<file path="src/rtl/fbs_ctrl_if.sv">
// Requester-side handshake bundle for fbs_ctrl: A = call/return unit, B = trap unit.
// req/op held until the matching ack; err and rd_valid qualify that ack.
interface fbs_ctrl_if;
    logic req_a;
    logic op_a;
    logic req_b;
    logic op_b;
    logic ack_a;
    logic ack_b;
    logic err;
    logic rd_valid;

    modport master (
        output req_a, op_a, req_b, op_b,
        input  ack_a, ack_b, err, rd_valid
    );

    modport slave (
        input  req_a, op_a, req_b, op_b,
        output ack_a, ack_b, err, rd_valid
    );
endinterface

</file>
<file path="src/rtl/fbs_ctrl.sv">
// Round-robin sequencer for the f-register backup stack; FBS_CTRL_STATS_EN adds hwm_o/rej_cnt_o.
// Ack 2 cycles after req for backup, 2+RD_LAT for restore; requests wait outside IDLE, never dropped.
module fbs_ctrl #(
    parameter int unsigned DEPTH   = 16,
    parameter int unsigned DEPTH_W = 5,
    parameter int unsigned RD_LAT  = 1
) (
    input  logic               clk_i,
    input  logic               rst_n_i,
    fbs_ctrl_if.slave          bus,
    output logic               fbs_backup_o,
    output logic               fbs_restore_o,
    output logic               fbs_sel_o,
    output logic [DEPTH_W-1:0] depth_o,
    output logic               full_o,
    output logic               empty_o
`ifdef FBS_CTRL_STATS_EN
    ,
    output logic [DEPTH_W-1:0] hwm_o,
    output logic [7:0]         rej_cnt_o
`endif
);

    typedef enum logic [1:0] {
        IDLE   = 2'd0,
        GRANT  = 2'd1,
        RDWAIT = 2'd2
    } state_t;

    localparam logic [DEPTH_W-1:0] DEPTH_V = DEPTH_W'(DEPTH);
    localparam logic [1:0]         LAT_M1  = (RD_LAT == 0) ? 2'd0 : 2'(RD_LAT - 1);

    state_t             state_q;
    logic [DEPTH_W-1:0] depth_q;
    logic               rr_q;
    logic               id_q;
    logic               op_q;
    logic [1:0]         cnt_q;
    logic               ack_a_q;
    logic               ack_b_q;
    logic               err_q;
    logic               rd_valid_q;
    logic               backup_q;
    logic               restore_q;
    logic               sel_q;

    logic               req_a_m;
    logic               req_b_m;
    logic               gnt_vld_d;
    logic               gnt_id_d;
    logic               gnt_op_d;
    logic               full;
    logic               empty;
    logic               push_ok;
    logic               pop_ok;
    logic [DEPTH_W-1:0] depth_inc;

    assign full      = (depth_q == DEPTH_V);
    assign empty     = (depth_q == '0);
    assign depth_inc = depth_q + DEPTH_W'(1);
    assign push_ok   = (state_q == GRANT) && !op_q && !full;
    assign pop_ok    = (state_q == GRANT) &&  op_q && !empty;

    // A requester still holding req during its own ack cycle is not re-granted.
    always_comb begin
        req_a_m   = bus.req_a & ~ack_a_q;
        req_b_m   = bus.req_b & ~ack_b_q;
        gnt_vld_d = req_a_m | req_b_m;
        gnt_id_d  = (req_a_m && req_b_m) ? rr_q : req_b_m;
        gnt_op_d  = gnt_id_d ? bus.op_b : bus.op_a;
    end

    always_ff @(posedge clk_i) begin
        if (!rst_n_i) begin
            state_q    <= IDLE;
            depth_q    <= '0;
            rr_q       <= 1'b0;
            id_q       <= 1'b0;
            op_q       <= 1'b0;
            cnt_q      <= 2'd0;
            ack_a_q    <= 1'b0;
            ack_b_q    <= 1'b0;
            err_q      <= 1'b0;
            rd_valid_q <= 1'b0;
            backup_q   <= 1'b0;
            restore_q  <= 1'b0;
            sel_q      <= 1'b0;
        end else begin
            ack_a_q    <= 1'b0;
            ack_b_q    <= 1'b0;
            err_q      <= 1'b0;
            rd_valid_q <= 1'b0;
            backup_q   <= 1'b0;
            restore_q  <= 1'b0;
            unique case (state_q)
                IDLE: begin
                    if (gnt_vld_d) begin
                        id_q    <= gnt_id_d;
                        op_q    <= gnt_op_d;
                        rr_q    <= ~gnt_id_d;
                        state_q <= GRANT;
                    end
                end
                GRANT: begin
                    if (push_ok) begin
                        backup_q <= 1'b1;
                        sel_q    <= id_q;
                        depth_q  <= depth_inc;
                        ack_a_q  <= ~id_q;
                        ack_b_q  <= id_q;
                        state_q  <= IDLE;
                    end else if (pop_ok) begin
                        restore_q <= 1'b1;
                        depth_q   <= depth_q - DEPTH_W'(1);
                        if (RD_LAT == 0) begin
                            ack_a_q    <= ~id_q;
                            ack_b_q    <= id_q;
                            rd_valid_q <= 1'b1;
                            state_q    <= IDLE;
                        end else begin
                            cnt_q   <= LAT_M1;
                            state_q <= RDWAIT;
                        end
                    end else begin
                        // overflow or underflow: reject without touching the stack
                        ack_a_q <= ~id_q;
                        ack_b_q <= id_q;
                        err_q   <= 1'b1;
                        state_q <= IDLE;
                    end
                end
                RDWAIT: begin
                    if (cnt_q == 2'd0) begin
                        ack_a_q    <= ~id_q;
                        ack_b_q    <= id_q;
                        rd_valid_q <= 1'b1;
                        state_q    <= IDLE;
                    end else begin
                        cnt_q <= cnt_q - 2'd1;
                    end
                end
                default: state_q <= IDLE;
            endcase
        end
    end

`ifdef FBS_CTRL_STATS_EN
    logic [DEPTH_W-1:0] hwm_q;
    logic [7:0]         rej_q;
    logic               rej;

    assign rej = (state_q == GRANT) && !push_ok && !pop_ok;

    always_ff @(posedge clk_i) begin
        if (!rst_n_i) begin
            hwm_q <= '0;
            rej_q <= 8'd0;
        end else begin
            if (push_ok && (depth_inc > hwm_q)) begin
                hwm_q <= depth_inc;
            end
            if (rej && (rej_q != 8'hFF)) begin
                rej_q <= rej_q + 8'd1;
            end
        end
    end

    assign hwm_o     = hwm_q;
    assign rej_cnt_o = rej_q;
`endif

    assign bus.ack_a    = ack_a_q;
    assign bus.ack_b    = ack_b_q;
    assign bus.err      = err_q;
    assign bus.rd_valid = rd_valid_q;
    assign fbs_backup_o  = backup_q;
    assign fbs_restore_o = restore_q;
    assign fbs_sel_o     = sel_q;
    assign depth_o       = depth_q;
    assign full_o        = full;
    assign empty_o       = empty;

endmodule

</file>
<file path="src/flat_wrapper.sv">
// flat-port wrapper written by rule: the top's interface ports become plain ports
module fbs_ctrl_flat 
#(
    parameter int unsigned DEPTH   = 16,
    parameter int unsigned DEPTH_W = 5,
    parameter int unsigned RD_LAT  = 1
)
  (clk_i, rst_n_i, fbs_backup_o, fbs_restore_o, fbs_sel_o, depth_o, full_o, empty_o, bus_req_a, bus_op_a, bus_req_b, bus_op_b, bus_ack_a, bus_ack_b, bus_err, bus_rd_valid);
  fbs_ctrl_if bus_i ();
  input  logic clk_i;
  input  logic rst_n_i;
  output logic fbs_backup_o;
  output logic fbs_restore_o;
  output logic fbs_sel_o;
  output logic [DEPTH_W-1:0] depth_o;
  output logic full_o;
  output logic empty_o;
  input wire logic [$bits(bus_i.req_a)-1:0] bus_req_a;
  input wire logic [$bits(bus_i.op_a)-1:0] bus_op_a;
  input wire logic [$bits(bus_i.req_b)-1:0] bus_req_b;
  input wire logic [$bits(bus_i.op_b)-1:0] bus_op_b;
  output wire logic [$bits(bus_i.ack_a)-1:0] bus_ack_a;
  output wire logic [$bits(bus_i.ack_b)-1:0] bus_ack_b;
  output wire logic [$bits(bus_i.err)-1:0] bus_err;
  output wire logic [$bits(bus_i.rd_valid)-1:0] bus_rd_valid;
  assign bus_i.req_a = bus_req_a;
  assign bus_i.op_a = bus_op_a;
  assign bus_i.req_b = bus_req_b;
  assign bus_i.op_b = bus_op_b;
  assign bus_ack_a = bus_i.ack_a;
  assign bus_ack_b = bus_i.ack_b;
  assign bus_err = bus_i.err;
  assign bus_rd_valid = bus_i.rd_valid;
  fbs_ctrl #(.DEPTH(DEPTH), .DEPTH_W(DEPTH_W), .RD_LAT(RD_LAT)) u_core (.clk_i(clk_i), .rst_n_i(rst_n_i), .bus(bus_i), .fbs_backup_o(fbs_backup_o), .fbs_restore_o(fbs_restore_o), .fbs_sel_o(fbs_sel_o), .depth_o(depth_o), .full_o(full_o), .empty_o(empty_o));
endmodule
</file>
<file path="config.mk">
export PLATFORM = sky130hd
export DESIGN_NAME = fbs_ctrl_flat
export DESIGN_NICKNAME = d
export VERILOG_FILES = /design/src/rtl/fbs_ctrl_if.sv /design/src/rtl/fbs_ctrl.sv /design/src/flat_wrapper.sv
export SDC_FILE = /design/constraint.sdc
export NUM_CORES = 1
export LEC_CHECK = 0
export CORE_AREA = 2 2 49 51
export DETAILED_ROUTE_END_ITERATION = 7
export DIE_AREA = 0 0 51 53
export PLACE_DENSITY = 0.85
export SETUP_SLACK_MARGIN = 0.4
export SYNTH_ARGS = -nofsm -noshare
export SYNTH_HDL_FRONTEND = slang
export SYNTH_SLANG_ARGS = --single-unit
export TNS_END_PERCENT = 20
</file>
<file path="constraint.sdc">
create_clock -name clk_i -period 3 [get_ports clk_i]
set_input_delay 0.6 -clock clk_i [delete_from_list [all_inputs] [get_ports clk_i]]
set_output_delay 0.6 -clock clk_i [all_outputs]
set_load 0.01 [all_outputs]
</file>
# ---- Word-level counts from Yosys, hierarchy flattened
# Index checks and enable logic that the tools add are counted.
dict set report totals {
  word_cells 79
  register_bits 19
  output_inout_bits 14
  in_bits 6
}
dict set report classes {
  n_eq_ne 8
  mux 25
  bitwise 9
  addsub 3
  reduce_logical 21
}
# op count
set op_table {}
lappend op_table {{2-bit two-way mux} 7}
lappend op_table {{1-bit two-way mux} 12}
lappend op_table {{2-bit AND reduction} 6}
lappend op_table {{5-bit two-way mux} 2}
lappend op_table {{2-bit by 1-bit != test with 1-bit output, second input constant} 3}
lappend op_table {{1-bit NOT} 6}
lappend op_table {{2-bit case mux with 3 select lines} 1}
lappend op_table {{5-bit by 1-bit adder with 5-bit output, second input constant} 1}
lappend op_table {{5-bit == test, second input constant} 1}
lappend op_table {{1-bit logical AND} 5}
lappend op_table {{5-bit logical NOT} 1}
lappend op_table {{5-bit by 1-bit subtractor with 5-bit output, second input constant} 1}
lappend op_table {{2-bit logical NOT} 2}
lappend op_table {{2-bit != test, second input constant} 2}
lappend op_table {{1-bit case mux with 2 select lines} 2}
lappend op_table {{2-bit case mux with 2 select lines} 1}
lappend op_table {{4-bit AND reduction} 1}
lappend op_table {{2-bit nonzero test} 2}
lappend op_table {{1-bit logical NOT} 3}
lappend op_table {{3-bit OR reduction} 1}
lappend op_table {{1-bit AND} 2}
lappend op_table {{2-bit by 1-bit == test with 1-bit output, second input constant} 1}
lappend op_table {{2-bit == test, second input constant} 1}
lappend op_table {{2-bit by 1-bit subtractor with 2-bit output, second input constant} 1}
lappend op_table {{1-bit bitwise OR} 1}

# ---- Depth between registers and ports, before layout
# Gate-level depths: netlist (run 1).
dict set report depth {
  depth_word 6
  ltp_mapped 10
  depth_no_buf 10
}

# ---- Worst setup path before layout (run 1)
# Ideal clock, no wire load.
dict set report synth_path {
  path_kind {reg2reg}
  startpoint {register u_core.state_q[1]}
  endpoint {register u_core.depth_q[4], in the netlist u_core.depth_o[4]}
  required_time_ns 2.873
  arrival_time_ns 2.057
  setup_ns 0.127
  n_path_buf 0
  path_stages_with_launch 11
  path_slack_ns 0.816
  cell_sequence {dfxtp_1 > inv_1 > ha_1 > nand2b_1 > a21oi_1 > inv_1 > ha_1 > a21oi_1 > nand2_1 > a21boi_0 > or3_1}
}
dict set report synth_via {
  elab_chain_cells 5
  word_cells_on_any_way 8
}
# item line
set synth_lines {}
lappend synth_lines {{from (decl)} fbs_ctrl.sv:33} ;# state_t state_q;
lappend synth_lines {{from (signal assigned)} fbs_ctrl.sv:75} ;# state_q <= IDLE;
lappend synth_lines {{from (signal assigned)} fbs_ctrl.sv:101} ;# state_q <= GRANT;
lappend synth_lines {{from (signal assigned)} fbs_ctrl.sv:111} ;# state_q <= IDLE;
lappend synth_lines {{2-bit by 1-bit == test with 1-bit output (*)} fbs_ctrl.sv:61} ;# assign push_ok = (state_q == GRANT) && !op_q && !full;
lappend synth_lines {{1-bit logical AND (*) (2 in a row)} fbs_ctrl.sv:61}
lappend synth_lines {{via u_core.push_ok} fbs_ctrl.sv:54} ;# logic push_ok;
lappend synth_lines {{2-bit nonzero test (no line)} -}
lappend synth_lines {{2-bit AND reduction (no line)} -}
lappend synth_lines {{to (signal assigned)} fbs_ctrl.sv:108} ;# depth_q <= depth_inc;
lappend synth_lines {{to (signal assigned)} fbs_ctrl.sv:114} ;# depth_q <= depth_q - DEPTH_W'(1);
lappend synth_lines {{to (decl)} fbs_ctrl.sv:34} ;# logic [DEPTH_W-1:0] depth_q;
# Mark *: on every way through the listed nets, which the timed path passes. The rest lies on a longest branch.
# A chain may end at the register's enable or synchronous reset.

# ---- Final worst setup path (run 1)
dict set report layout_path {
  startpoint {register u_core.depth_q[1], in the netlist u_core.depth_o[1]}
  endpoint {output full_o}
}
dict set report layout_via {
  elab_chain_cells 1
}
# item line
set layout_lines {}
lappend layout_lines {{5-bit == test} fbs_ctrl.sv:58} ;# assign full = (depth_q == DEPTH_V);
lappend layout_lines {{to (decl)} flat_wrapper.sv:16} ;# output logic full_o;
# Every way passes these cells.

==> impl_metrics.xml, run 1 <==
<?xml version="1.0" encoding="UTF-8"?>
<metrics>
  <group name="status">
    <metric name="run_status" unit="">complete, no violations</metric>
  </group>
  <group name="power_and_ir_drop">
    <metric name="p_comb_share" unit="%">44.7</metric>
    <metric name="intPower" unit="uW">533</metric>
    <metric name="power-per-cell-area" unit="mW/mm2">641</metric>
    <metric name="power.static_leakage" unit="uW">0.000501</metric>
    <metric name="power.clock.fraction" unit="%">15.2</metric>
    <metric name="worst_ir_drop_vdd" unit="mV">0.345</metric>
    <metric name="p_sw" unit="uW">302</metric>
    <metric name="pwr-share-seq" unit="%">40.1</metric>
    <metric name="p_sw_share" unit="%">36.1</metric>
    <metric name="power.total" unit="uW">835</metric>
  </group>
  <group name="detailed_routing">
    <metric name="drc" unit="">0</metric>
    <metric name="route.detailed.wl_per_inst" unit="um">12.3</metric>
    <metric name="route.vias.total" unit="">856</metric>
    <metric name="antenna_violating_nets_post_route" unit="">0</metric>
    <metric name="firstDrtPassIters" unit="">4</metric>
    <metric name="final_routed_wirelength_across_all_metal_layers" unit="mm">2.03</metric>
    <metric name="via_per_inst" unit="">5.19</metric>
    <metric name="detail_route.iter0.violations" unit="">16</metric>
  </group>
  <group name="sta">
    <metric name="post-route-period-util" unit="%">83.8</metric>
    <metric name="setup_total_negative_slack" unit="ns">0</metric>
    <metric name="worstMarginPinSlew" unit="ns">0.498</metric>
    <metric name="report.final.hold_viol_count" unit="">0</metric>
    <metric name="setup_viol_count_final" unit="">0</metric>
    <metric name="timing.final.max_slew_violations" unit="">0</metric>
    <metric name="maxClockFrequency" unit="MHz">398</metric>
    <metric name="rsz0062_at_grt" unit="">yes</metric>
    <metric name="slew_headroom" unit="%">66.6</metric>
    <metric name="final_min_period" unit="ns">2.51</metric>
    <metric name="clock_skew" unit="ns">0.00864</metric>
    <metric name="finalHoldWorstSlack" unit="ns">0.477</metric>
  </group>
  <group name="critical_path">
    <metric name="r2r_slack" unit="ns">0.63</metric>
    <metric name="critical_path_class" unit="">flip-flop to output pin</metric>
    <metric name="crit_fanout" unit="">6</metric>
    <metric name="crit_path_end_kind" unit="">output pin</metric>
    <metric name="reg2reg_depth" unit="">8</metric>
    <metric name="required_time_at_the_worst_slack_endpoint" unit="ns">2.40</metric>
    <metric name="worst_ep_arrival_time" unit="ns">1.91</metric>
    <metric name="worst_setup_path_start_kind" unit="">flip-flop</metric>
  </group>
  <group name="final_layout">
    <metric name="syn_to_final_growth" unit="%">23.8</metric>
    <metric name="layout-drive-gt1-share" unit="%">11.7</metric>
    <metric name="largest_register_ffs" unit="">5</metric>
    <metric name="fin_area" unit="mm2">0.00130</metric>
    <metric name="antenna_diode_count" unit="">0</metric>
    <metric name="layout_common_cells" unit="">sky130_fd_sc_hd__clkdlybuf4s50_1 (19), sky130_fd_sc_hd__dfxtp_1 (19), sky130_fd_sc_hd__nand2_1 (15), sky130_fd_sc_hd__inv_1 (8), sky130_fd_sc_hd__ha_1 (8)</metric>
    <metric name="nFillCells" unit="">189</metric>
    <metric name="finalNetCount" unit="">153</metric>
    <metric name="final_core_utilization" unit="%">60.6</metric>
  </group>
  <group name="logic_synthesis">
    <metric name="synthArstFlopShare" unit="%">0</metric>
    <metric name="post_synth_design_cell_area" unit="mm2">0.00105</metric>
    <metric name="synth_flop_cell" unit="">sky130_fd_sc_hd__dfxtp_1</metric>
    <metric name="synth-edff-count" unit="">0</metric>
    <metric name="post_synth_inst_count" unit="">116</metric>
    <metric name="synthesis.area_per_instance" unit="um2">9.06</metric>
    <metric name="synth.net_count" unit="">131</metric>
    <metric name="yosys_register_bits" unit="">19</metric>
    <metric name="yosys.cell_types.count" unit="">36</metric>
    <metric name="synth_seq_area_share" unit="%">36.2</metric>
    <metric name="ys_warn_count" unit="">0</metric>
  </group>
  <group name="cts">
    <metric name="cts_max_level" unit="">1</metric>
    <metric name="clock_tree.buffer_depth" unit="">2</metric>
    <metric name="post_cts_resized" unit="">0</metric>
    <metric name="insertion_delay" unit="ns">0.29</metric>
    <metric name="number_of_hold_repair_buffers_added_at_the_cts_stage" unit="">0</metric>
    <metric name="cts_tree" unit="">done</metric>
    <metric name="postCtsSetupBuffers" unit="">0</metric>
    <metric name="cts_made_buffers" unit="">3</metric>
    <metric name="clock_sink_count" unit="">19</metric>
    <metric name="clockRootBuffer" unit="">sky130_fd_sc_hd__clkbuf_4</metric>
    <metric name="clock_slew_at_the_register_clock_pins_of_the_worst_setup_and_hold_paths" unit="ns">0.11</metric>
  </group>
  <group name="floorplan">
    <metric name="placementRows" unit="">17</metric>
    <metric name="die_area" unit="mm2">0.00270</metric>
    <metric name="ios" unit="">20</metric>
    <metric name="die_h" unit="um">53</metric>
    <metric name="die_x" unit="um">51</metric>
    <metric name="placeableCoreArea" unit="mm2">0.00215</metric>
    <metric name="start_util" unit="%">48.9</metric>
  </group>
  <group name="grt">
    <metric name="antenna_found_initial" unit="">0</metric>
    <metric name="first_global_vias" unit="">855</metric>
    <metric name="grt_pass1_wl" unit="mm">3.59</metric>
    <metric name="global_route.usage.total" unit="%">17.9</metric>
    <metric name="grt_overflow" unit="">0</metric>
    <metric name="grt_max_degree" unit="">23</metric>
  </group>
  <group name="place">
    <metric name="detailedPlacementHpwl" unit="mm">1.53</metric>
    <metric name="place_area" unit="mm2">0.00127</metric>
    <metric name="place.gp.congestion" unit="">0.745</metric>
    <metric name="number_of_port_buffers" unit="">19</metric>
  </group>
  <group name="hold_path">
    <metric name="hp-class" unit="">flip-flop to flip-flop</metric>
    <metric name="min_delay_path_depth" unit="">2</metric>
  </group>
  <group name="run">
    <metric name="cap_violations" unit="">0</metric>
  </group>
</metrics>
[power by group through the flow]
stage	Clock (uW)	Combinational [uW]	Sequential (uW)
6_report	127	373	334
5_1_grt	145	412	342
4_1_cts	133	374	333
3_5_place_dp	0	372	339
3_3_place_gp	0	361	336
2_1_floorplan	0	248	332
[final timing paths]
path	to	from
max	full_o	u_core.depth_o[1]$_SDFFE_PN0P_
min	u_core.cnt_q[1]$_SDFFE_PN0P_	u_core.cnt_q[1]$_SDFFE_PN0P_
max reg2reg	u_core.depth_o[4]$_SDFFE_PN0P_	u_core.depth_o[1]$_SDFFE_PN0P_
min reg2reg	u_core.cnt_q[1]$_SDFFE_PN0P_	u_core.cnt_q[1]$_SDFFE_PN0P_
[Yosys cell counts, types with 2 or more instances]
| cell type | count | share of area (%) |
|---|---|---|
| sky130_fd_sc_hd__or3_1 | 2 | 1.2 |
| sky130_fd_sc_hd__ha_1 | 8 | 9.5 |
| sky130_fd_sc_hd__xnor2_1 | 3 | 2.5 |
| sky130_fd_sc_hd__inv_1 | 8 | 2.9 |
| sky130_fd_sc_hd__nor2_1 | 4 | 1.4 |
| sky130_fd_sc_hd__a21boi_0 | 2 | 1.4 |
| sky130_fd_sc_hd__nand3b_1 | 3 | 2.1 |
| sky130_fd_sc_hd__nor2b_1 | 6 | 3.6 |
| sky130_fd_sc_hd__nand2_1 | 15 | 5.4 |
| sky130_fd_sc_hd__a21oi_1 | 7 | 3.3 |
| sky130_fd_sc_hd__a21boi_2 | 2 | 2.1 |
| sky130_fd_sc_hd__and2_1 | 4 | 2.4 |
| sky130_fd_sc_hd__mux2i_1 | 2 | 1.9 |
| sky130_fd_sc_hd__clkbuf_1 | 2 | 0.71 |
| sky130_fd_sc_hd__o21ai_0 | 4 | 1.9 |
| sky130_fd_sc_hd__dfxtp_1 | 19 | 36 |
| sky130_fd_sc_hd__o22ai_1 | 3 | 1.8 |
| sky130_fd_sc_hd__nand3_1 | 4 | 1.9 |
[logic make-up (layout without fill, tap and decap cells)]
logic type	after synthesis	after routing	synth area share (%)
AOI/OAI and AO/OA	24	24	16.5
xor gates and xnor gates	4	4	3.33
and+or+nand+nor	46	46	25.1
DFF	19	19	36.2
buffers and inverters	11	32	4.05
muxes	3	3	3.33
adders and majority gates	9	9	11.4
[layout make-up]
type                    count  area [um2]  share of cell area, %
multi-input cells          86         632                   48.6
flip-flops and latches     19         380                   29.2
repair buffers             20         198                   15.2
well taps                  28        35.0                   2.69
inverters                   8        30.0                   2.31
clock buffers               4        26.3                   2.02
[critical path: stages (launching register included)]
cell	delay (ns)
sky130_fd_sc_hd__dfxtp_1	0.39
sky130_fd_sc_hd__nor4_2	0.52
sky130_fd_sc_hd__and2_1	0.19
sky130_fd_sc_hd__clkdlybuf4s50_1	0.53
[metrics by stage]
step	worst slack (ns)	cells
global placement	0.701	161
finish	0.485	165
floorplan	0.816	116
CTS	0.476	165
detailed placement	0.530	161
global route	0.364	165
[per-layer routing]
layer  global-route usage [%]  wire, um  vias to the layer above
met2                     32.5       986                       20
met1                     20.5       948                      392
met5                        0         0                        -
li1                         -         -                      442
met4                     8.56        27                        0
met3                     2.54        62                        2
No activity file was read; power rests on OpenSTA's default activity.
==> run 2, diff against run 1 <==
Settings changed: CORE_AREA 2 2 49 51 to 2 2 52 54, DIE_AREA 0 0 51 53 to 0 0 54 56, PLACE_DENSITY 0.85 to 0.81.
Clock period 3 ns to 2 ns, I/O delays scaled along.
==> impl_metrics.xml, run 2 (synthesis gave the netlist of run 1 again) <==
<?xml version="1.0" encoding="UTF-8"?>
<metrics>
  <group name="sta">
    <metric name="timing.final.ws_setup" unit="ns">-0.0797</metric>
    <metric name="finalHoldWorstSlack" unit="ns">0.480</metric>
    <metric name="maxClockFrequency" unit="MHz">481</metric>
    <metric name="worstMarginPinSlew" unit="ns">0.399</metric>
    <metric name="slew_headroom" unit="%">73.3</metric>
    <metric name="report.final.hold_viol_count" unit="">0</metric>
    <metric name="post-route-period-util" unit="%">104</metric>
    <metric name="rsz0062_at_grt" unit="">yes</metric>
    <metric name="setup_total_negative_slack" unit="ns">-0.0797</metric>
    <metric name="final_min_period" unit="ns">2.08</metric>
    <metric name="setup_viol_count_final" unit="">1</metric>
    <metric name="timing.final.max_slew_violations" unit="">0</metric>
    <metric name="clock_skew" unit="ns">0.0106</metric>
  </group>
  <group name="place">
    <metric name="place_area" unit="mm2">0.00139</metric>
    <metric name="number_of_port_buffers" unit="">19</metric>
    <metric name="place.gp.congestion" unit="">0.774</metric>
    <metric name="detailedPlacementHpwl" unit="mm">1.71</metric>
  </group>
  <group name="grt">
    <metric name="grt_overflow" unit="">0</metric>
    <metric name="global_route.usage.total" unit="%">17.0</metric>
    <metric name="global_route.usage.met2" unit="%">28.0</metric>
    <metric name="first_global_vias" unit="">920</metric>
    <metric name="global_routing_met3_resource_utilization" unit="%">2.15</metric>
    <metric name="grt_max_degree" unit="">22</metric>
    <metric name="groute.layer.met1.usage" unit="%">21.5</metric>
    <metric name="antenna_found_initial" unit="">0</metric>
    <metric name="globalRoute.busiestLayer" unit="">met2</metric>
    <metric name="grt_pass1_wl" unit="mm">3.93</metric>
  </group>
  <group name="power_and_ir_drop">
    <metric name="worst_ir_drop_vdd" unit="mV">0.689</metric>
    <metric name="power-per-cell-area" unit="mW/mm2">1030</metric>
    <metric name="power.total" unit="uW">1570</metric>
    <metric name="power.static_leakage" unit="uW">0.000696</metric>
  </group>
  <group name="cts">
    <metric name="clock_slew_at_the_register_clock_pins_of_the_worst_setup_and_hold_paths" unit="ns">0.11</metric>
    <metric name="insertion_delay" unit="ns">0.30</metric>
    <metric name="cts_tree" unit="">done</metric>
    <metric name="number_of_hold_repair_buffers_added_at_the_cts_stage" unit="">0</metric>
    <metric name="clock_sink_count" unit="">19</metric>
    <metric name="cts_max_level" unit="">1</metric>
    <metric name="clock_tree.buffer_depth" unit="">2</metric>
    <metric name="cts_made_buffers" unit="">3</metric>
    <metric name="clockRootBuffer" unit="">sky130_fd_sc_hd__clkbuf_4</metric>
  </group>
  <group name="run">
    <metric name="cap_violations" unit="">0</metric>
  </group>
  <group name="final_layout">
    <metric name="antenna_diode_count" unit="">0</metric>
    <metric name="final_core_utilization" unit="%">62.8</metric>
    <metric name="syn_to_final_growth" unit="%">45.2</metric>
    <metric name="finalNetCount" unit="">170</metric>
    <metric name="multi_input_comb_area" unit="um2">709</metric>
    <metric name="nFillCells" unit="">197</metric>
    <metric name="layout-drive-gt1-share" unit="%">33.8</metric>
    <metric name="mostFrequentLayoutCell" unit="">sky130_fd_sc_hd__buf_4</metric>
    <metric name="largest_register_ffs" unit="">5</metric>
    <metric name="seq_area" unit="um2">398</metric>
    <metric name="fin_area" unit="mm2">0.00153</metric>
    <metric name="layout_common_cells" unit="">sky130_fd_sc_hd__buf_4 (16), sky130_fd_sc_hd__nand2_1 (15), sky130_fd_sc_hd__dfxtp_1 (13), sky130_fd_sc_hd__clkdlybuf4s50_1 (8)</metric>
  </group>
  <group name="status">
    <metric name="failing_checks" unit="">negative setup slack</metric>
    <metric name="run_status" unit="">finished with violations</metric>
  </group>
  <group name="detailed_routing">
    <metric name="antenna_violating_nets_post_route" unit="">0</metric>
    <metric name="route.detailed.wl_per_inst" unit="um">13.0</metric>
    <metric name="firstDrtPassIters" unit="">5</metric>
    <metric name="detail_route.iter0.violations" unit="">13</metric>
    <metric name="drc" unit="">0</metric>
    <metric name="via_per_inst" unit="">5.14</metric>
    <metric name="final_routed_wirelength_across_all_metal_layers" unit="mm">2.40</metric>
    <metric name="route.vias.total" unit="">946</metric>
  </group>
  <group name="floorplan">
    <metric name="placementRows" unit="">18</metric>
    <metric name="die_x" unit="um">54</metric>
    <metric name="die_h" unit="um">56</metric>
    <metric name="placeableCoreArea" unit="mm2">0.00243</metric>
    <metric name="ios" unit="">20</metric>
    <metric name="start_util" unit="%">43.2</metric>
    <metric name="die_area" unit="mm2">0.00302</metric>
  </group>
  <group name="critical_path">
    <metric name="crit_fanout" unit="">3</metric>
    <metric name="cp_num_buf_inv" unit="">1</metric>
    <metric name="reg2reg_from" unit="">u_core.depth_o[0]$_SDFFE_PN0P_</metric>
    <metric name="critical_path_slowest_stage_cell" unit="">sky130_fd_sc_hd__dfxtp_4</metric>
    <metric name="crit_path_end_kind" unit="">flip-flop</metric>
    <metric name="critical_path_class" unit="">flip-flop to flip-flop</metric>
    <metric name="critical_path.cell_chain" unit="">nor4_4, buf_4, a21oi_4, fa_2, nand3b_1, nand2_1, a21oi_1, or3_1</metric>
    <metric name="required_time_at_the_worst_slack_endpoint" unit="ns">2.17</metric>
    <metric name="crit_path_max_incr_delay" unit="ns">0.38</metric>
    <metric name="worst_ep_arrival_time" unit="ns">2.25</metric>
    <metric name="worst_setup_path_start_kind" unit="">flip-flop</metric>
    <metric name="cpLargestDelayFamily" unit="">simple AND/OR/NAND/NOR gates</metric>
    <metric name="startpoint" unit="">u_core.depth_o[0]$_SDFFE_PN0P_</metric>
  </group>
  <group name="hold_path">
    <metric name="hold_path_startpoint" unit="">u_core.cnt_q[0]$_SDFFE_PN0P_</metric>
    <metric name="hp-class" unit="">flip-flop to flip-flop</metric>
  </group>
</metrics>
==> run 2: per-layer routing <==
metal / up-vias / part of all wire (%)
li1: 476 / -
met4: 0 / 2.2
met2: 28 / 49
met5: - / 0
met1: 436 / 45
met3: 6 / 3.3
==> run 2: final timing paths <==
check                                                 endpoint  slack [ns]  cells past startpoint
worst max-delay path            u_core.depth_o[4]$_SDFFE_PN0P_       -0.08                      8
worst min-delay path              u_core.cnt_q[0]$_SDFFE_PN0P_        0.48                      1
worst max register to register  u_core.depth_o[4]$_SDFFE_PN0P_       -0.08                      8
worst min register to register    u_core.cnt_q[0]$_SDFFE_PN0P_        0.48                      1
==> run 2: cell type report <==
| type | count | share of cell area [%] |
|---|---|---|
| inverters | 8 | 2.13 |
| clock buffers | 4 | 1.72 |
| well taps | 30 | 2.46 |
| flip-flops and latches | 19 | 26.1 |
| repair buffers | 37 | 21.1 |
| multi-input cells | 86 | 46.5 |
==> run 2: repair_timing <==
item | CTS | global route
buffers inserted | 5 | 3
pin swaps | 5 | 11
setup endpoints to repair | 15 | 17
resized for setup | 21 | 11
==> run 2: where the power goes <==
part / total (uW) / internal (uW) / leakage (uW) / switching [uW]
combinational: 875 / 477 / 0.000522 / 398
sequential: 499 / 441 / 0.000159 / 57.6
clock: 194 / 77.5 / 0.0000150 / 116
==> run 2: through the flow <==
| stage | std cells | setup slack (ns) |
|---|---|---|
| finish | 184 | -0.0797 |
| global route | 184 | -0.132 |
| CTS | 181 | -0.0418 |
| detailed placement | 172 | 0.0230 |
| global placement | 172 | 0.0784 |
| floorplan | 116 | 0.104 |
==> run 3, diff against run 2 <==
Settings changed: CELL_PAD_IN_SITES_DETAIL_PLACEMENT from default to 2, CELL_PAD_IN_SITES_GLOBAL_PLACEMENT from default to 2, CORE_AREA 2 2 52 54 to 2 2 60 62, DIE_AREA 0 0 54 56 to 0 0 62 64, PLACE_DENSITY 0.81 to 0.9.
Clock period 2 ns to 2.5 ns, I/O delays scaled along.
==> impl_metrics.xml, run 3 (synthesis gave the netlist of run 1 again) <==
<?xml version="1.0" encoding="UTF-8"?>
<metrics>
  <group name="cts">
    <metric name="clockRootBuffer" unit="">sky130_fd_sc_hd__clkbuf_4</metric>
    <metric name="number_of_hold_repair_buffers_added_at_the_cts_stage" unit="">0</metric>
    <metric name="insertion_delay" unit="ns">0.30</metric>
    <metric name="clock_slew_at_the_register_clock_pins_of_the_worst_setup_and_hold_paths" unit="ns">0.11</metric>
    <metric name="cts_tree" unit="">done</metric>
    <metric name="cts_max_level" unit="">1</metric>
    <metric name="clock_tree.buffer_depth" unit="">2</metric>
    <metric name="cts_made_buffers" unit="">3</metric>
    <metric name="clock_sink_count" unit="">19</metric>
  </group>
  <group name="detailed_routing">
    <metric name="route.detailed.wl_per_inst" unit="um">17.7</metric>
    <metric name="drc" unit="">0</metric>
    <metric name="route.vias.total" unit="">959</metric>
    <metric name="detail_route.iter0.violations" unit="">37</metric>
    <metric name="firstDrtPassIters" unit="">4</metric>
    <metric name="antenna_violating_nets_post_route" unit="">0</metric>
    <metric name="final_routed_wirelength_across_all_metal_layers" unit="mm">3.39</metric>
    <metric name="met1Wirelength" unit="mm">1.44</metric>
    <metric name="met3_length" unit="um">62</metric>
    <metric name="route.top_layer_used" unit="">met4</metric>
    <metric name="via_per_inst" unit="">4.99</metric>
    <metric name="wl_met2" unit="mm">1.78</metric>
  </group>
  <group name="critical_path">
    <metric name="startpoint" unit="">u_core.state_q[1]$_SDFFE_PN0P_</metric>
    <metric name="reg2reg_from" unit="">u_core.state_q[1]$_SDFFE_PN0P_</metric>
    <metric name="r2r_slack" unit="ns">0.30</metric>
    <metric name="worst_ep_arrival_time" unit="ns">2.37</metric>
    <metric name="r2r_end" unit="">u_core.depth_o[3]$_SDFFE_PN0P_</metric>
    <metric name="crit_path_end_kind" unit="">flip-flop</metric>
    <metric name="worst_setup_path_start_kind" unit="">flip-flop</metric>
    <metric name="reg2reg_depth" unit="">10</metric>
    <metric name="critical_path_class" unit="">flip-flop to flip-flop</metric>
    <metric name="crit_fanout" unit="">4</metric>
    <metric name="required_time_at_the_worst_slack_endpoint" unit="ns">2.67</metric>
  </group>
  <group name="final_layout">
    <metric name="syn_to_final_growth" unit="%">39.0</metric>
    <metric name="layout_common_cells" unit="">sky130_fd_sc_hd__clkdlybuf4s50_1 (17), sky130_fd_sc_hd__nand2_1 (15), sky130_fd_sc_hd__dfxtp_1 (15), sky130_fd_sc_hd__buf_4 (10), sky130_fd_sc_hd__inv_1 (7)</metric>
    <metric name="mostFrequentLayoutCell" unit="">sky130_fd_sc_hd__clkdlybuf4s50_1</metric>
    <metric name="nFillCells" unit="">364</metric>
    <metric name="fin_area" unit="mm2">0.00146</metric>
    <metric name="largest_register_ffs" unit="">5</metric>
    <metric name="finalNetCount" unit="">162</metric>
    <metric name="layout-drive-gt1-share" unit="%">25.3</metric>
    <metric name="antenna_diode_count" unit="">0</metric>
  </group>
  <group name="hold_path">
    <metric name="hold_path_end" unit="">u_core.rr_q$_SDFFE_PN0P_</metric>
    <metric name="hp-class" unit="">flip-flop to flip-flop</metric>
    <metric name="hold_path_startpoint" unit="">u_core.rr_q$_SDFFE_PN0P_</metric>
    <metric name="min_delay_path_depth" unit="">2</metric>
  </group>
  <group name="sta">
    <metric name="maxClockFrequency" unit="MHz">454</metric>
    <metric name="slew_headroom" unit="%">66.5</metric>
    <metric name="timing.final.max_slew_violations" unit="">0</metric>
    <metric name="setup_viol_count_final" unit="">0</metric>
    <metric name="rsz0062_at_grt" unit="">yes</metric>
    <metric name="finalHoldWorstSlack" unit="ns">0.506</metric>
    <metric name="post-route-period-util" unit="%">88.1</metric>
    <metric name="timing.final.ws_setup" unit="ns">0.296</metric>
    <metric name="clock_skew" unit="ns">0.000757</metric>
    <metric name="final_min_period" unit="ns">2.20</metric>
    <metric name="report.final.hold_viol_count" unit="">0</metric>
    <metric name="setup_total_negative_slack" unit="ns">0</metric>
    <metric name="worstMarginPinSlew" unit="ns">0.501</metric>
  </group>
  <group name="place">
    <metric name="detailedPlacementHpwl" unit="mm">2.20</metric>
    <metric name="number_of_port_buffers" unit="">19</metric>
    <metric name="place_area" unit="mm2">0.00131</metric>
    <metric name="place.gp.congestion" unit="">0.705</metric>
    <metric name="worst_case_setup_slack_after_placement" unit="ns">0.144</metric>
  </group>
  <group name="run">
    <metric name="cap_violations" unit="">0</metric>
  </group>
  <group name="floorplan">
    <metric name="placementRows" unit="">21</metric>
    <metric name="die_h" unit="um">64</metric>
    <metric name="placeableCoreArea" unit="mm2">0.00328</metric>
    <metric name="die_area" unit="mm2">0.00397</metric>
    <metric name="die_x" unit="um">62</metric>
    <metric name="start_util" unit="%">32.0</metric>
    <metric name="ios" unit="">20</metric>
  </group>
  <group name="power_and_ir_drop">
    <metric name="power.total" unit="uW">1230</metric>
    <metric name="power-per-cell-area" unit="mW/mm2">844</metric>
    <metric name="power.static_leakage" unit="uW">0.000560</metric>
    <metric name="worst_ir_drop_vdd" unit="mV">0.333</metric>
  </group>
  <group name="grt">
    <metric name="grt_max_degree" unit="">22</metric>
    <metric name="grt_pass1_wl" unit="mm">5.38</metric>
    <metric name="grt_overflow" unit="">0</metric>
    <metric name="first_global_vias" unit="">1087</metric>
    <metric name="antenna_found_initial" unit="">0</metric>
    <metric name="global_route.usage.total" unit="%">18.3</metric>
  </group>
  <group name="status">
    <metric name="run_status" unit="">complete, no violations</metric>
  </group>
</metrics>
==> run 3: cell types whose count changed in the layout (fill, tap and decap cells not counted), moves of 2 or more <==
cell                              before  now
sky130_fd_sc_hd__buf_2                 2    0
sky130_fd_sc_hd__buf_4                16   10
sky130_fd_sc_hd__buf_6                 2    0
sky130_fd_sc_hd__clkdlybuf4s50_1       8   17
sky130_fd_sc_hd__dfxtp_1              13   15
sky130_fd_sc_hd__dfxtp_4               4    2
sky130_fd_sc_hd__dlygate4sd2_1         4    1
sky130_fd_sc_hd__dlymetal6s2s_1        4    0
==> run 3: metrics by stage <==
| step | utilization (%) | cells |
|---|---|---|
| after floorplan | - | 116 |
| after global placement | 39.8 | 179 |
| after detailed placement | 39.8 | 179 |
| after CTS | 42.2 | 187 |
| after global routing | 44.5 | 192 |
| final | 44.5 | 192 |
==> run 3: cell type report <==
class | count | area, um2 | share of cell area [%]
multi-input combinational | 86 | 696 | 47.6
clock buffer | 4 | 26.3 | 1.80
inverter | 8 | 32.5 | 2.23
sequential | 19 | 390 | 26.7
timing repair buffer | 29 | 259 | 17.7
tap | 46 | 57.6 | 3.94
==> run 3: how the worst max path moves through the flow <==
stage | cells past startpoint | to | slack (ns)
after floorplan | 10 | u_core.depth_o[4]$_SDFFE_PN0P_ | 0.42
after global placement | 10 | u_core.depth_o[4]$_SDFFE_PN0P_ | 0.29
after detailed placement | 10 | u_core.depth_o[4]$_SDFFE_PN0P_ | 0.14
after CTS | 10 | u_core.depth_o[4]$_SDFFE_PN0P_ | 0.32
after global routing | 10 | u_core.depth_o[3]$_SDFFE_PN0P_ | 0.24
final | 10 | u_core.depth_o[3]$_SDFFE_PN0P_ | 0.30
==> run 3: power by group <==
group,internal [uW],switching [uW]
Combinational,343,297
Sequential,348,84.2
Clock,62.2,99.5
Total,753,480
==> run 3: timing repair <==
item / in CTS / in global routing
setup endpoints to repair: 4 / 4
gates cloned: 0 / 0
pin swaps: 1 / 2
buffers inserted: 4 / 5
gates resized for setup: 10 / 10
==> run 3: worst max-delay path, stage by stage (launching register included) <==
cell and delay, ns:
sky130_fd_sc_hd__dfxtp_1 0.34, sky130_fd_sc_hd__inv_1 0.12, sky130_fd_sc_hd__ha_4 0.16, sky130_fd_sc_hd__nand2b_1 0.13
sky130_fd_sc_hd__a21oi_4 0.22, sky130_fd_sc_hd__inv_4 0.08, sky130_fd_sc_hd__ha_1 0.35, sky130_fd_sc_hd__a21oi_2 0.19
sky130_fd_sc_hd__nand2_1 0.10, sky130_fd_sc_hd__xnor2_1 0.22, sky130_fd_sc_hd__o22ai_1 0.15
==> run 3: metal layers <==
metal,vias to the layer above,global-route usage [%]
met5,-,0
met4,0,7.18
met3,9,2.43
met2,19,31.8
met1,470,21.9
li1,461,-
==> patch (settings of run 3) <==
`RD_LAT` is set to 1 in 2 places; all go to 0.
--- a/src/rtl/fbs_ctrl.sv
+++ b/src/rtl/fbs_ctrl.sv
@@ -3,7 +3,7 @@
 module fbs_ctrl #(
     parameter int unsigned DEPTH   = 16,
     parameter int unsigned DEPTH_W = 5,
-    parameter int unsigned RD_LAT  = 1
+    parameter int unsigned RD_LAT  = 0
 ) (
     input  logic               clk_i,
     input  logic               rst_n_i,
--- a/src/flat_wrapper.sv
+++ b/src/flat_wrapper.sv
@@ -3,7 +3,7 @@
 #(
     parameter int unsigned DEPTH   = 16,
     parameter int unsigned DEPTH_W = 5,
-    parameter int unsigned RD_LAT  = 1
+    parameter int unsigned RD_LAT  = 0
 )
   (clk_i, rst_n_i, fbs_backup_o, fbs_restore_o, fbs_sel_o, depth_o, full_o, empty_o, bus_req_a, bus_op_a, bus_req_b, bus_op_b, bus_ack_a, bus_ack_b, bus_err, bus_rd_valid);
   fbs_ctrl_if bus_i ();
Formal check against the unedited RTL: not equivalent (Yosys sat finds a counterexample within 10 cycles, from zero or initial values and one cycle with rst_n_i low).
==> patch against run 3 <==
Routed wire length down 32%. Clock power down 6%. Cell count down 24%. Design area down 26%. Utilization down 12 points. Synthesized area down 29%. Non-clock buffer count down 5. Critical path depth down 2. Count of clock-buffer cells in the layout down 1. Sequential share of layout area up 2.3 points. Power down 37%. Sequential cell count down 4. Worst setup slack better by 0.079 ns. Critical endpoint is now u_core.depth_o[4]. Highest routed layer unchanged.
==> patch: results (changes against run 3) <==
arrival_ns: 2.33  # -0.04 ns
holdWs_ns: 0.498  # -0.00865 ns
drtIter0Drc: 6  # -84%
crit_family: "compound AO/OA/AOI/OAI gates"
status: "finished, final reports clean"
nets: 111  # -31%
synth_area_leaders: "dfxtp_1, mux2i_1, ha_1"
vias_per_cell: 4.44  # -11%
r2r_start: "u_core.depth_o[2]"
hold_viol: 0  # unchanged
critPathMaxStageDelay_ns: 0.38  # +0.03 ns
synthFlopType: "dfxtp_1"
setup_violations: 0  # unchanged
hpwlAfterDp_um: 1500  # -32%
synth_nets: 87  # -34%
grt_pass1_vias: 690  # -37%
yosys_warnings: 0  # unchanged
post_route_cells_drive_above_1_share: 0.250  # -0.00342
min_from: "u_core.fbs_sel_o"
antenna_found_initial: 0  # unchanged
fin_worst_skew_ns: 0.00677  # +0.00601 ns
post_drt_wl_per_cell_um: 15.7  # -11%
cp_slowest_cell: "dfxtp_4"
ys_types: 33  # -8.3%
fill_cells: 366  # +0.55%
place_congestion: 0.839  # +19%
grt_max_degree: 15  # -32%
rr_worst_depth: 8  # -2
grt_use_total: 0.120  # -0.0635
hp-class: "reg -> reg"
clk_pin_slew_ns: 0.10
n_antenna_cell: 0  # unchanged
min_to: "u_core.fbs_sel_o"
root_buffer: "clkbuf_4"
cts_made_buffers: 3  # unchanged
r2r_slack_ns: 0.37  # +0.08 ns
critical_path_buf_inv_count: 0  # -2
largest_reg_flops: 5  # unchanged
cp_max_fo: 4  # unchanged
dr.pass1.iters: 4  # unchanged
yosysSeqAreaShare: 0.403  # +0.0408
dp_worst_setup_slack_ns: 0.280  # +0.136 ns
synthArstFlopShare: 0  # unchanged
h-tree-depth: 1  # unchanged
grt_pass1_wl_um: 3470  # -35%
ir_worst_vdd_mv: 0.194  # -42%
leakage_nw: 0.444  # -21%
hold_depth: 2  # unchanged
dpl_cell_area_sq_um: 995  # -24%
io_buffers: 19  # unchanged
max_slew.worst_pin.slew_ns: 0.469  # -0.0324 ns
cts_buffer_depth: 2  # unchanged
synth_common_cells: "dfxtp_1, nand2_1, a21oi_1, mux2i_1, nor2_1"
clk-insertion-delay-late_ns: 0.31
worst_r2r_endpoint: "u_core.depth_o[4]"
patch: changes by cell type in the layout (fill, tap and decap cells not counted), sizes merged, moves of 4 or more:
cell	run 3	this run
dfxtp	19	15
ha	8	3
nand2	15	6
buf	10	5
a21boi	4	0
inv	8	0
patch: timing repair:
item	4_1_cts	5_1_grt
buffers inserted	2	2
gates resized for setup	4	7
setup endpoints to repair	3	3
cloned	0	0
pin swaps	2	4
patch: worst max-delay path by stage:
stage	start	endpoint	slack, ns	cells after the start
2_1_floorplan	u_core.depth_o[1]	u_core.depth_o[4]	0.42	8
3_3_place_gp	u_core.depth_o[1]	u_core.depth_o[4]	0.37	8
3_5_place_dp	u_core.depth_o[0]	u_core.depth_o[4]	0.28	8
4_1_cts	u_core.depth_o[0]	u_core.depth_o[4]	0.33	8
5_1_grt	u_core.depth_o[2]	u_core.depth_o[4]	0.28	9
6_report	u_core.depth_o[2]	u_core.depth_o[4]	0.37	8
patch: cell families after synthesis:
logic type	Yosys count	synth area share
AND/OR/NAND/NOR	28	0.218
AO/OA/AOI/OAI	15	0.134
flip-flops	15	0.403
multiplexers	6	0.0822
buffers and inverters	5	0.0386
XOR/XNOR	4	0.0470
adder cells (fa/ha/maj)	4	0.0772
patch: power breakdown:
group / total (W) / switching (W) / internal [W]
sequential: 0.000310 / 0.0000433 / 0.000266
clock: 0.000152 / 0.0000922 / 0.0000599
combinational: 0.000312 / 0.000141 / 0.000170
total: 0.000773 / 0.000277 / 0.000496
patch: cell type report:
class / instances / area share
well taps: 46 / 0.0534
flip-flops and latches: 15 / 0.290
multi-input cells: 57 / 0.422
clock inverters: 1 / 0.00465
repair buffers: 24 / 0.209
clock buffers: 3 / 0.0209
patch: layer usage:
metal,GRT usage,part of all wire,vias to the layer above
met5,0,0,-
met2,0.201,0.51,12
met1,0.147,0.45,319
li1,-,-,314
met3,0.0182,0.028,3
met4,0.0479,0.014,0
patch: tightest hold or removal path, cell delays in order, from the launching register on:
cell and delay (ns):
dfxtp_1 0.33, nand2_1 0.06, mux2i_1 0.06
patch: through the flow:
step / util / std cells
after floorplan: - / 77
after global placement: 0.303 / 138
after detailed placement: 0.303 / 138
after CTS: 0.317 / 144
after global routing: 0.328 / 146
final: 0.328 / 146
